## src/rtl/q_row_fetch_pkg.sv

```systemverilog
`default_nettype none
// +----------------------------------------------------------------------------+
// | Module   : q_row_fetch_pkg                                                 |
// | Purpose  : Shared widths and FSM encoding for the Q-row fetch path, so the |
// |            fetcher and the max-reduction pipeline agree on bus packing.    |
// | Contents : DATA_WIDTH, ACTIONS, ACTIONS_WIDTH, STATE_WIDTH, ADDR_WIDTH,    |
// |            ROW_WIDTH, fetch_state_e.                                       |
// | Revision : 1.0  initial release                                            |
// +----------------------------------------------------------------------------+
package q_row_fetch_pkg;

  localparam int DATA_WIDTH    = 32;
  localparam int ACTIONS       = 4;                       // power of two, >= 2
  localparam int ACTIONS_WIDTH = $clog2(ACTIONS);
  localparam int STATE_WIDTH   = 4;
  localparam int ADDR_WIDTH    = STATE_WIDTH + ACTIONS_WIDTH;
  localparam int ROW_WIDTH     = DATA_WIDTH * ACTIONS;

  typedef enum logic [1:0] {
    ST_IDLE  = 2'd0,
    ST_READ  = 2'd1,
    ST_DRAIN = 2'd2,
    ST_DONE  = 2'd3
  } fetch_state_e;

endpackage : q_row_fetch_pkg
`default_nettype wire

```

## src/rtl/q_row_fetch_assembler.sv

```systemverilog
`default_nettype none
// +----------------------------------------------------------------------------+
// | Module   : q_row_fetch_assembler                                           |
// | Purpose  : Row register that collects returned RAM words into their action |
// |            slot, plus a published copy that only changes when a complete   |
// |            row is handed over.                                             |
// | Ports    : clk, rst        clock / async active-high reset                 |
// |            clear_i         zero the working row (start of a new fetch)     |
// |            wr_en_i         write wr_data_i into slot wr_idx_i              |
// |            wr_idx_i        action slot index                               |
// |            wr_data_i       RAM word                                        |
// |            publish_i       copy working row (incl. this cycle's write) out |
// |            row_o           published row, action a at [DATA_WIDTH*a +: ..] |
// | Revision : 1.0  initial release                                            |
// +----------------------------------------------------------------------------+
module q_row_fetch_assembler
  import q_row_fetch_pkg::*;
(
  input  logic                     clk,
  input  logic                     rst,
  input  logic                     clear_i,
  input  logic                     wr_en_i,
  input  logic [ACTIONS_WIDTH-1:0] wr_idx_i,
  input  logic [DATA_WIDTH-1:0]    wr_data_i,
  input  logic                     publish_i,
  output logic [ROW_WIDTH-1:0]     row_o
);

  logic [ROW_WIDTH-1:0] row_q, row_d;
  logic [ROW_WIDTH-1:0] out_q;

  always_comb begin
    row_d = row_q;
    if (wr_en_i) begin
      row_d[DATA_WIDTH*wr_idx_i +: DATA_WIDTH] = wr_data_i;
    end
  end

  // The publish copy takes row_d so the last word, landing in the same cycle,
  // is part of the handed-over row.
  always_ff @(posedge clk or posedge rst) begin
    if (rst) begin
      row_q <= '0;
      out_q <= '0;
    end else begin
      if (clear_i) begin
        row_q <= '0;
      end else begin
        row_q <= row_d;
      end
      if (publish_i) begin
        out_q <= row_d;
      end
    end
  end

  assign row_o = out_q;

endmodule : q_row_fetch_assembler
`default_nettype wire

```

## src/rtl/q_row_fetch.sv

```systemverilog
`default_nettype none
// +----------------------------------------------------------------------------+
// | Module   : q_row_fetch                                                     |
// | Purpose  : On request, reads the ACTIONS Q-values of one state from the    |
// |            Q-table RAM (one read per cycle, ascending action order) and    |
// |            presents the packed row with a one-cycle valid pulse.           |
// | Ports    : clk, rst        clock / async active-high reset                 |
// |            i_valid,i_state request and state index (taken when o_ready)    |
// |            o_ready         high only while idle                            |
// |            o_ram_rd_en     RAM read strobe                                 |
// |            o_ram_addr      {state, action}                                 |
// |            i_ram_data      RAM data, one cycle after the strobe            |
// |            o_data,o_state  assembled row and its state, held until next    |
// |            o_valid         one-cycle pulse when o_data/o_state complete    |
// | Revision : 1.0  initial release                                            |
// +----------------------------------------------------------------------------+
module q_row_fetch
  import q_row_fetch_pkg::*;
(
  input  logic                   clk,
  input  logic                   rst,
  input  logic                   i_valid,
  input  logic [STATE_WIDTH-1:0] i_state,
  output logic                   o_ready,
  output logic                   o_ram_rd_en,
  output logic [ADDR_WIDTH-1:0]  o_ram_addr,
  input  logic [DATA_WIDTH-1:0]  i_ram_data,
  output logic [ROW_WIDTH-1:0]   o_data,
  output logic [STATE_WIDTH-1:0] o_state,
  output logic                   o_valid
);

  fetch_state_e             state_q, state_d;
  logic [ACTIONS_WIDTH-1:0] cnt_q, cnt_d;
  logic [STATE_WIDTH-1:0]   req_state_q, req_state_d;
  logic [STATE_WIDTH-1:0]   out_state_q;
  logic                     rd_en_dly_q;
  logic [ACTIONS_WIDTH-1:0] idx_dly_q;

  logic w_accept;
  logic w_rd_en;
  logic w_publish;

  always_ff @(posedge clk or posedge rst) begin
    if (rst) begin
      state_q     <= ST_IDLE;
      cnt_q       <= '0;
      req_state_q <= '0;
    end else begin
      state_q     <= state_d;
      cnt_q       <= cnt_d;
      req_state_q <= req_state_d;
    end
  end

  always_comb begin
    state_d     = state_q;
    cnt_d       = cnt_q;
    req_state_d = req_state_q;
    o_ready     = 1'b0;
    w_accept    = 1'b0;
    w_rd_en     = 1'b0;
    w_publish   = 1'b0;
    o_valid     = 1'b0;
    unique case (state_q)
      ST_IDLE: begin
        o_ready = 1'b1;
        if (i_valid) begin
          w_accept    = 1'b1;
          req_state_d = i_state;
          cnt_d       = '0;
          state_d     = ST_READ;
        end
      end
      ST_READ: begin
        w_rd_en = 1'b1;
        // Counter parks on the last action instead of wrapping.
        if (cnt_q == ACTIONS_WIDTH'(ACTIONS - 1)) begin
          state_d = ST_DRAIN;
        end else begin
          cnt_d = cnt_q + ACTIONS_WIDTH'(1);
        end
      end
      ST_DRAIN: begin
        // Last word returns this cycle; publish it together with the row.
        w_publish = 1'b1;
        state_d   = ST_DONE;
      end
      ST_DONE: begin
        o_valid = 1'b1;
        state_d = ST_IDLE;
      end
      default: begin
        state_d = ST_IDLE;
      end
    endcase
  end

  // Strobe and slot index follow the RAM's one-cycle read latency.
  always_ff @(posedge clk or posedge rst) begin
    if (rst) begin
      rd_en_dly_q <= 1'b0;
      idx_dly_q   <= '0;
      out_state_q <= '0;
    end else begin
      rd_en_dly_q <= w_rd_en;
      idx_dly_q   <= cnt_q;
      if (w_publish) begin
        out_state_q <= req_state_q;
      end
    end
  end

  q_row_fetch_assembler u_assembler (
    .clk       (clk),
    .rst       (rst),
    .clear_i   (w_accept),
    .wr_en_i   (rd_en_dly_q),
    .wr_idx_i  (idx_dly_q),
    .wr_data_i (i_ram_data),
    .publish_i (w_publish),
    .row_o     (o_data)
  );

  assign o_ram_rd_en = w_rd_en;
  assign o_ram_addr  = w_rd_en ? {req_state_q, cnt_q} : '0;
  assign o_state     = out_state_q;

endmodule : q_row_fetch
`default_nettype wire

```

## config.mk

```make
export PLATFORM = sky130hd
export DESIGN_NAME = q_row_fetch
export DESIGN_NICKNAME = d
export VERILOG_FILES = /design/src/rtl/q_row_fetch_pkg.sv /design/src/rtl/q_row_fetch_assembler.sv /design/src/rtl/q_row_fetch.sv
export SDC_FILE = /design/constraint.sdc
export NUM_CORES = 1
export LEC_CHECK = 0
export ABC_AREA = 1
export CAP_MARGIN = 20
export CORE_ASPECT_RATIO = 1.75
export CORE_UTILIZATION = 58
export DETAILED_ROUTE_END_ITERATION = 10
export GPL_ROUTABILITY_DRIVEN = 1
export PLACE_DENSITY = 0.85
export SLEW_MARGIN = 5
export SYNTH_ARGS = -nofsm -noshare
export SYNTH_HDL_FRONTEND = slang
export SYNTH_SLANG_ARGS = --single-unit
```

## constraint.sdc

```tcl
create_clock -name clk -period 19.7 [get_ports clk]
set_input_delay 1.97 -clock clk [delete_from_list [all_inputs] [get_ports clk]]
set_output_delay 1.97 -clock clk [all_outputs]
set_load 0.1 [all_outputs]
```

==> results.json <==
{
  "area_delta_synth_final_pct": 23.0,
  "yosys_warnings": 0,
  "grt.busiest_layer": "met2",
  "clock_latency_ps": 510,
  "cts.sinks": 271,
  "seqPwrFrac": 0.333,
  "grt_pass1_vias": 9969,
  "timing.final.ws_setup_ps": 14980,
  "grt_use_met1": 0.390,
  "vdd_drop_max_uv": 156,
  "ys_ff_latch": 271,
  "cp_data_required_time_ps": 17730,
  "hold_path_class": "flop to flop",
  "path_clk_slew_ps": 70,
  "vias": 10200,
  "powerDensity_nw_per_um2": 143,
  "p_leak_nw": 7.98,
  "clkPwrFrac": 0.237,
  "finalCriticalPeriod_ps": 4720,
  "fmax_mhz": 212,
  "syn_nets": 1543,
  "slew_violations": 0,
  "critPathMaxFanout": 13,
  "setup_violations": 0,
  "cts_tree": "done",
  "place_ws_ps": 15480,
  "status": "finished, final reports clean",
  "synth_area_leaders": "dfrtp_1 (58%), nand2_1 (27%), a21oi_1 (5.5%), nor2_1 (2.8%), inv_1 (2.0%)",
  "cts-hold-fix-buffers": 0,
  "rrSetupSlack_ps": 16200,
  "worstPathArrival_ps": 2750,
  "ant_nets": 0,
  "p_switching_uw": 949,
  "synth_enable_flop_cells": 0,
  "yosysSeqAreaShare": 0.578,
  "routed_wl_mm": 31.0,
  "num_rows": 68,
  "initial_core_util": 0.594,
  "critPathLaunchType": "flop",
  "syn-instance-count": 1494,
  "portBuffers": 179,
  "multi_input_area_um2": 4340,
  "die-area_um2": 20800,
  "layout.nets": 1682,
  "postCtsSetupBuffers": 0,
  "p_total_mw": 2.06,
  "rsz0062_at_grt": "no",
  "netSwitchingFraction": 0.461,
  "yosys.area.top_type_share": 0.578,
  "comb_power_share": 0.430,
  "drv_cap": 0,
  "async_reset_ff_frac": 1.00,
  "drcViolationCount": 0,
  "place_hpwl_mm": 20.9,
  "drt-initial-drc-count": 774,
  "synth.avg_cell_area_um2": 7.85,
  "grt-ovfl-total": 0,
  "grt_pass1_wl_mm": 49.3,
  "synth_area_leader_cell": "dfrtp_1",
  "tns_ps": 0,
  "fillers": 1441,
  "regArea_um2": 6780,
  "synth_cell_type_count": 14,
  "wl_per_cell_um": 16.4,
  "via_per_inst": 5.41,
  "worst_pin_slew_ps": 1070,
  "synth-main-ff-cell": "dfrtp_1",
  "synth_common_cells": "nand2_1 (847), dfrtp_1 (271), a21oi_1 (129)",
  "grt_max_degree": 136,
  "die_y_um": 190,
  "io_pins": 180,
  "synth_most_common_cell": "nand2_1",
  "ctsResizeCount": 0,
  "met3_usage": 0.0391,
  "drive_above_1_share": 0.0364,
  "cts-root-buf": "clkbuf_16",
  "critPathCaptureType": "output pin",
  "num_antenna_cells": 0,
  "clockBufferDepth": 3,
  "synthesis.area_um2": 11700,
  "drtPass1Iterations": 5,
  "die_w_um": 109,
  "ctsHtreeMaxLevel": 1,
  "finClkSkew_ps": 8.85,
  "slew_headroom": 0.284,
  "internal_power_mw": 1.11,
  "antenna_found_initial": 0,
  "critical_path_class": "flop to output pin",
  "grt_use_met2": 0.505,
  "routabilityCongestion": 0.865,
  "core_um2": 19700,
  "cts_buffers": 23,
  "track_usage": 0.307,
  "finalHoldViolCount": 0,
  "fin_crit_sh": 0.240
}
[stage by stage]
stage | cells | hold WS [ps] | instance area [um^2] | utilization
6_report | 1893 | 479 | 14400 | 0.730
5_1_grt | 1893 | 493 | 14400 | 0.730
4_1_cts | 1890 | 479 | 14400 | 0.727
3_5_place_dp | 1850 | 463 | 13600 | 0.687
3_3_place_gp | 1849 | 457 | 13500 | 0.686
2_1_floorplan | 1494 | 398 | 11700 | -
[metal layers]
metal	part of all wire	vias up
met4	0.061	0
li1	-	4808
met3	0.070	106
met1	0.37	4871
met5	0	-
met2	0.50	464
[layout make-up]
type | instances | area share
clock buffers | 26 | 0.0414
multi-input cells | 1081 | 0.301
clock inverters | 14 | 0.0142
well taps | 245 | 0.0213
inverters | 63 | 0.0173
repair buffers | 193 | 0.135
flip-flops and latches | 271 | 0.470
[critical path, cell delays in order (launching register included)]
cell	delay (ps)
dfrtp_1	430
inv_1	120
ha_1	410
nand2_1	110
inv_1	70
clkdlybuf4s50_1	1120
[logic make-up after synthesis]
group / count (synthesis) / share of synthesized area
compound gates: 134 / 0.0574
simple gates: 937 / 0.301
flops: 271 / 0.578
fa+ha+maj: 10 / 0.0107
buf+inv: 142 / 0.0526
[registers in the layout (all words and copies together) (netlist names)]
signal and cells:
u_assembler.row_o 128, u_assembler.row_q 128, o_state 4, req_state_q 4
cnt_q 2, idx_dly_q 2, state_q 2, rd_en_dly_q 1
[cell usage in the layout, fill, tap and decap left out]
master	count
clkbuf_16	23
buf_8	3
o21ai_0	4
ha_4	1
buf_16	1
o211ai_1	1
buf_4	10
inv_4	2
clkinvlp_4	4
bufinv_16	5
clkdlybuf4s50_1	179
nand2_1	847
a21oi_1	129
dfrtp_1	271
clkbuf_8	1
ha_1	9
clkinv_2	5
clkbuf_1	2
nor2_1	86
inv_1	60
nor2_2	4
inv_8	1
[power by group through the flow]
stage / Sequential, mW / Clock, mW / Combinational, mW
2_1_floorplan: 0.955 / 0 / 0.408
3_3_place_gp: 0.692 / 0 / 0.857
3_5_place_dp: 0.693 / 0 / 0.873
4_1_cts: 0.685 / 0.491 / 0.877
5_1_grt: 0.693 / 0.512 / 0.946
6_report: 0.685 / 0.487 / 0.886
[path summary, 6_finish.rpt]
path                                               to  depth (start not counted)                  start
worst max-delay path                    o_ram_addr[0]                          5             state_q[1]
worst min-delay path            u_assembler.row_o[73]                          2  u_assembler.row_o[73]
worst max register to register   u_assembler.row_o[5]                         10           idx_dly_q[0]
worst min register to register  u_assembler.row_o[73]                          2  u_assembler.row_o[73]
max in group asynchronous       u_assembler.row_q[20]                          3                    rst
min in group asynchronous       u_assembler.row_o[43]                          2                    rst
Power figures use the tool's default switching activity.
